--- config.mk ---
export PLATFORM = sky130hd
export DESIGN_NAME = imem_loader
export DESIGN_NICKNAME = d
export VERILOG_FILES = /design/src/rtl/define.sv /design/src/rtl/imem_loader_byte_packer.sv /design/src/rtl/imem_loader.sv
export SDC_FILE = /design/constraint.sdc
export NUM_CORES = 1
export LEC_CHECK = 0
export ABC_AREA = 1
export CAP_MARGIN = 20
export CORE_ASPECT_RATIO = 1.75
export CORE_UTILIZATION = 45
export CTS_CLUSTER_DIAMETER = 40
export CTS_CLUSTER_SIZE = 10
export DETAILED_ROUTE_END_ITERATION = 10
export PLACE_DENSITY = 0.75
export SYNTH_ARGS = -nofsm -noshare
export SYNTH_HDL_FRONTEND = slang
export SYNTH_HIERARCHICAL = 1
export SYNTH_SLANG_ARGS = --single-unit
--- constraint.sdc ---
create_clock -name clk -period 2.75 [get_ports clk]
set_clock_uncertainty 0.15 [all_clocks]
set_input_delay 0.55 -clock clk [delete_from_list [all_inputs] [get_ports clk]]
set_output_delay 0.55 -clock clk [all_outputs]
set_load 0.01 [all_outputs]
--- src/rtl/define.sv ---
// Shared definitions for the instruction-memory loader: FSM state encoding
// and the SRAM word geometry.
package imem_loader_pkg;

    localparam int IM_WORD_BYTES = 4;

    typedef enum logic [2:0] {
        ST_IDLE   = 3'd0,
        ST_LEN_LO = 3'd1,
        ST_LEN_HI = 3'd2,
        ST_DATA   = 3'd3,
        ST_WRITE  = 3'd4,
        ST_DONE   = 3'd5,
        ST_ERR    = 3'd6
    } state_e;

endpackage

--- src/rtl/imem_loader_byte_packer.sv ---
// Little-endian 8-to-32 assembler. The first byte of a word lands in [7:0].
// word_vld_o fires combinationally with the 4th byte so the caller can
// capture the complete word on the same edge that accepts that byte.
module byte_packer (
    input  logic        clk,
    input  logic        rst,
    input  logic        clr_i,
    input  logic        byte_vld_i,
    input  logic [7:0]  byte_i,
    output logic        word_vld_o,
    output logic [31:0] word_o
);

    logic [1:0]  cnt_q;
    logic [23:0] sh_q;

    // Only the three earlier bytes need storage; the 4th is still on byte_i.
    assign word_o     = {byte_i, sh_q};
    assign word_vld_o = byte_vld_i && (cnt_q == 2'd3);

    // Shift bytes in from the top and count 0..3, wrapping on each word.
    always_ff @(posedge clk or negedge rst) begin
        if (!rst) begin
            cnt_q <= 2'd0;
            sh_q  <= 24'h0;
        end else if (clr_i) begin
            cnt_q <= 2'd0;
            sh_q  <= 24'h0;
        end else if (byte_vld_i) begin
            cnt_q <= cnt_q + 2'd1;
            sh_q  <= {byte_i, sh_q[23:8]};
        end
    end

endmodule

--- src/rtl/imem_loader.sv ---
// Boot-time program loader: receives a length-prefixed byte stream and
// writes it word by word into the instruction SRAM while holding the core
// in reset. Releases the core only after a complete, legal load.
module imem_loader
    import imem_loader_pkg::*;
#(
    parameter logic [31:0] BASE_ADDR = 32'h0000_0000,
    parameter int          MAX_WORDS = 16384
) (
    input  logic        clk,
    input  logic        rst,
    input  logic        start,
    input  logic        s_valid,
    input  logic [7:0]  s_data,
    output logic        s_ready,
    output logic [3:0]  im_w_en,
    output logic [31:0] im_addr,
    output logic [31:0] im_wdata,
    output logic        cpu_hold,
    output logic        done,
    output logic        err,
    output logic [15:0] word_cnt
);

    state_e      state_q;
    logic        s_ready_q;
    logic [3:0]  im_w_en_q;
    logic [31:0] im_addr_q;
    logic [31:0] im_wdata_q;
    logic        cpu_hold_q;
    logic        done_q;
    logic        err_q;
    logic [15:0] word_cnt_q;
    logic [15:0] n_q;
    logic [7:0]  len_lo_q;

    logic        idle_like;
    logic        xfer;
    logic [15:0] len_w;
    logic [15:0] cnt_inc;
    logic        pk_vld;
    logic [31:0] pk_word;

    assign idle_like = (state_q == ST_IDLE) || (state_q == ST_DONE) || (state_q == ST_ERR);
    assign xfer      = s_valid && s_ready_q;
    assign len_w     = {s_data, len_lo_q};
    assign cnt_inc   = word_cnt_q + 16'd1;

    byte_packer u_packer (
        .clk        (clk),
        .rst        (rst),
        .clr_i      (start && idle_like),
        .byte_vld_i (xfer && (state_q == ST_DATA)),
        .byte_i     (s_data),
        .word_vld_o (pk_vld),
        .word_o     (pk_word)
    );

    // Load sequencer; every output is a register updated alongside the state.
    // Because N is capped at MAX_WORDS and word_cnt stops at N, the highest
    // address ever written is BASE_ADDR + 4*(MAX_WORDS-1).
    always_ff @(posedge clk or negedge rst) begin
        if (!rst) begin
            state_q    <= ST_IDLE;
            s_ready_q  <= 1'b0;
            im_w_en_q  <= 4'b0000;
            im_addr_q  <= BASE_ADDR;
            im_wdata_q <= 32'h0;
            cpu_hold_q <= 1'b1;
            done_q     <= 1'b0;
            err_q      <= 1'b0;
            word_cnt_q <= 16'h0;
            n_q        <= 16'h0;
            len_lo_q   <= 8'h0;
        end else begin
            im_w_en_q <= 4'b0000;
            case (state_q)
                ST_IDLE, ST_DONE, ST_ERR: begin
                    if (start) begin
                        state_q    <= ST_LEN_LO;
                        s_ready_q  <= 1'b1;
                        word_cnt_q <= 16'h0;
                        done_q     <= 1'b0;
                        err_q      <= 1'b0;
                        cpu_hold_q <= 1'b1;
                    end
                end
                ST_LEN_LO: begin
                    if (xfer) begin
                        len_lo_q <= s_data;
                        state_q  <= ST_LEN_HI;
                    end
                end
                ST_LEN_HI: begin
                    if (xfer) begin
                        n_q <= len_w;
                        if (len_w == 16'h0) begin
                            state_q    <= ST_DONE;
                            s_ready_q  <= 1'b0;
                            done_q     <= 1'b1;
                            cpu_hold_q <= 1'b0;
                        end else if (32'(len_w) > 32'(MAX_WORDS)) begin
                            state_q   <= ST_ERR;
                            s_ready_q <= 1'b0;
                            err_q     <= 1'b1;
                        end else begin
                            state_q <= ST_DATA;
                        end
                    end
                end
                ST_DATA: begin
                    if (pk_vld) begin
                        state_q    <= ST_WRITE;
                        s_ready_q  <= 1'b0;
                        im_w_en_q  <= 4'b1111;
                        im_addr_q  <= BASE_ADDR + 32'(word_cnt_q) * 32'(IM_WORD_BYTES);
                        im_wdata_q <= pk_word;
                    end
                end
                ST_WRITE: begin
                    word_cnt_q <= cnt_inc;
                    if (cnt_inc == n_q) begin
                        state_q    <= ST_DONE;
                        done_q     <= 1'b1;
                        cpu_hold_q <= 1'b0;
                    end else begin
                        state_q   <= ST_DATA;
                        s_ready_q <= 1'b1;
                    end
                end
                default: begin
                    state_q   <= ST_IDLE;
                    s_ready_q <= 1'b0;
                end
            endcase
        end
    end

    assign s_ready  = s_ready_q;
    assign im_w_en  = im_w_en_q;
    assign im_addr  = im_addr_q;
    assign im_wdata = im_wdata_q;
    assign cpu_hold = cpu_hold_q;
    assign done     = done_q;
    assign err      = err_q;
    assign word_cnt = word_cnt_q;

endmodule

==> results.ini <==
[power]
cellLeakagePower_uw=0.00401
irDropWorstVdd_v=0.000357
powerDensity_nw_per_um2=547
finalPower_uw=4140

[logic_synthesis]
syn-instance-count=752
ys_ff_latch=122
postSynthAreaPerCell_um2=8.06
yosys.area.top_type=dfrtp_1
synth_top_area_frac=0.499
yosys_warnings=6
synth_edf_count=0
synthArstFlopShare=1.00
synthTopCellsByArea=dfrtp_1 (50%), nand2_1 (18%), o21ai_0 (4.4%)
ys_types=36
ys.flop_type=dfrtp_1
ys_seq_area_frac=0.504
synth_area_um2=6060

[layout]
antennaDiodeCount=0
synthToLayoutAreaGrowth_pct=24.9
drive_above_1_share=0.106
fin_util=0.582
postLayoutCellArea_um2=7570
nets=847
fillers=1151

[global_routing]
antenna_found_initial=0
grt_max_degree=54
grt_pass1_wl_um=23100
grtUsageTotal=0.213
grt_pass1_vias=4924
overflow=0

[routing]
postRouteWirelength_um=14000
ant_nets=0
first_pass_iters=4
drt_iter0_drc=296
via_count=5015
wl_per_cell_um=13.8
routed_via_density=4.93
drc=0

[hold_path]
hold_class=reg -> reg
hold_depth=2

[placed_design]
placed_area_um2=6960
gp_congestion=0.860
dp_slack_ns=0.227
portBuffers=83
dpl.hpwl_um=10300

[timing]
slew_violations=0
relSlewSlack=0.600
post-route-min-period_ns=2.44
layout_setup_ws_ns=0.308
finalSetupViolations=0
rsz0062_at_grt=no
fin_tns_setup_ns=0
fmax_mhz=410
tightest_slew_ns=0.598
final_hold_viol_count=0
period_share=0.888

[worst_setup_path]
cp_max_fo=5
rr_worst_depth=14
required_ns=2.90
critPathKind=reg -> reg
end_kind=flop
start_kind=flop
arrival_ns=2.59

[clock_network]
cts.clk_slew.worst_paths_ns=0.05
h-tree-depth=4
clockBufferDepth=2
clock-sinks=122
numCtsBuffers=17
cts_hold_buf=1
insertion_delay_ns=0.41
clockRootBuffer=clkbuf_16
post_cts_buffers=0
ctsResizeCount=0
cts_tree=built

[floorplanning]
die_w_um=89.7
num_rows=55
core_um2=13000
top_level_ports=100
dieArea_um2=14000
initial_utilization=0.466
die_h_um=156

[flow_run]
maxCapViolCount=0

[status]
status=completed

==> registers in the layout (all words and copies together), names as in the netlist <==
signal and flops:
len_lo_q 8, u_packer/cnt_q 2, im_wdata 32, s_ready 1, u_packer/sh_q 24, cpu_hold 1, im_w_en 1, state_q 3
word_cnt 16, done 1, im_addr 16, n_q 16, err 1
==> cells in the final DEF, fill, tap and decap left out, drive strengths merged, types with 12 or more instances in the layout <==
master,netlist,final
nor2,44,44
clkdlybuf4s50,0,82
nand2,301,301
o21ai,54,54
nand3,73,73
inv,70,70
conb,1,16
nand4,12,12
buf,36,15
dfrtp,121,121
clkbuf,15,21
==> Yosys cell counts, types with 4 or more instances <==
cell      number
dfrtp_1      121
nor2_1        36
buf_6          8
clkbuf_1      15
o21ai_0       53
nand2_1      296
o22ai_1        7
nand4_1       11
nor2_2         4
nand3_2       23
inv_1         67
buf_4         27
nand3_1       50
==> through the flow <==
| stage | hold WS, ns | instances |
|---|---|---|
| 2_1_floorplan | 0.104 | 767 |
| 5_1_grt | 0.335 | 1017 |
| 3_3_place_gp | 0.303 | 984 |
| 3_5_place_dp | 0.307 | 984 |
| 4_1_cts | 0.315 | 1017 |
| 6_report | 0.310 | 1017 |
==> path summary, 6_finish.rpt <==
kind / start / endpoint / slack (ns)
setup / recovery: word_cnt[0]$_DFFE_PN0P_ / done$_DFFE_PN0P_ / 0.31
hold / removal: cpu_hold$_DFFE_PN1P_ / cpu_hold$_DFFE_PN1P_ / 0.31
setup reg to reg: word_cnt[0]$_DFFE_PN0P_ / done$_DFFE_PN0P_ / 0.31
hold reg to reg: cpu_hold$_DFFE_PN1P_ / cpu_hold$_DFFE_PN1P_ / 0.31
max in group asynchronous: rst / cpu_hold$_DFFE_PN1P_ / 1.30
min in group asynchronous: rst / im_wdata[25]$_DFFE_PN0P_ / 0.50
==> critical path: stages, from the launching register on <==
cell and delay [ns]:
dfrtp_1 0.43, ha_1 0.24, nand3_1 0.12, nor2_1 0.32, nand2_1 0.12, nand3_1 0.10, nand2_1 0.07, nor2_1 0.09
nand2_1 0.06, nor2_1 0.20, nand3_1 0.13, nand2_2 0.09, nand2_1 0.08, nand2_1 0.07, nand2_1 0.05
==> layout make-up <==
type,instances,area (um^2),area share
multi-input cells,524,2450,0.324
repair buffers,98,981,0.130
inverters,70,265,0.0350
clock inverters,11,145,0.0192
well taps,171,214,0.0283
flip-flops and latches,122,3050,0.403
clock buffers,21,460,0.0608
==> logic make-up (layout without fill, tap and decap cells) <==
logic type | after synthesis | in the layout | share of synthesized area
AO/OA/AOI/OAI | 66 | 66 | 0.0580
XOR/XNOR | 3 | 3 | 0.00433
adder cells (fa/ha/maj) | 2 | 2 | 0.00413
buffers and inverters | 121 | 200 | 0.102
flip-flops | 122 | 122 | 0.504
other | 1 | 16 | 0.000618
AND/OR/NAND/NOR | 437 | 437 | 0.327
==> power by group <==
| part | total [uW] | switching [uW] | internal, uW | leakage, uW |
|---|---|---|---|---|
| Sequential | 1800 | 0.424 | 1800 | 0.00161 |
| Combinational | 90.3 | 62.8 | 27.5 | 0.00211 |
| Clock | 2250 | 780 | 1470 | 0.000289 |
==> metal layers <==
layer	global-route usage	vias up	wire (um)
met4	0.142	0	583
li1	-	2501	-
met5	0	-	0
met3	0.0414	37	382
met2	0.398	122	7600
met1	0.210	2355	5430
(Power assumes the default switching activity.)
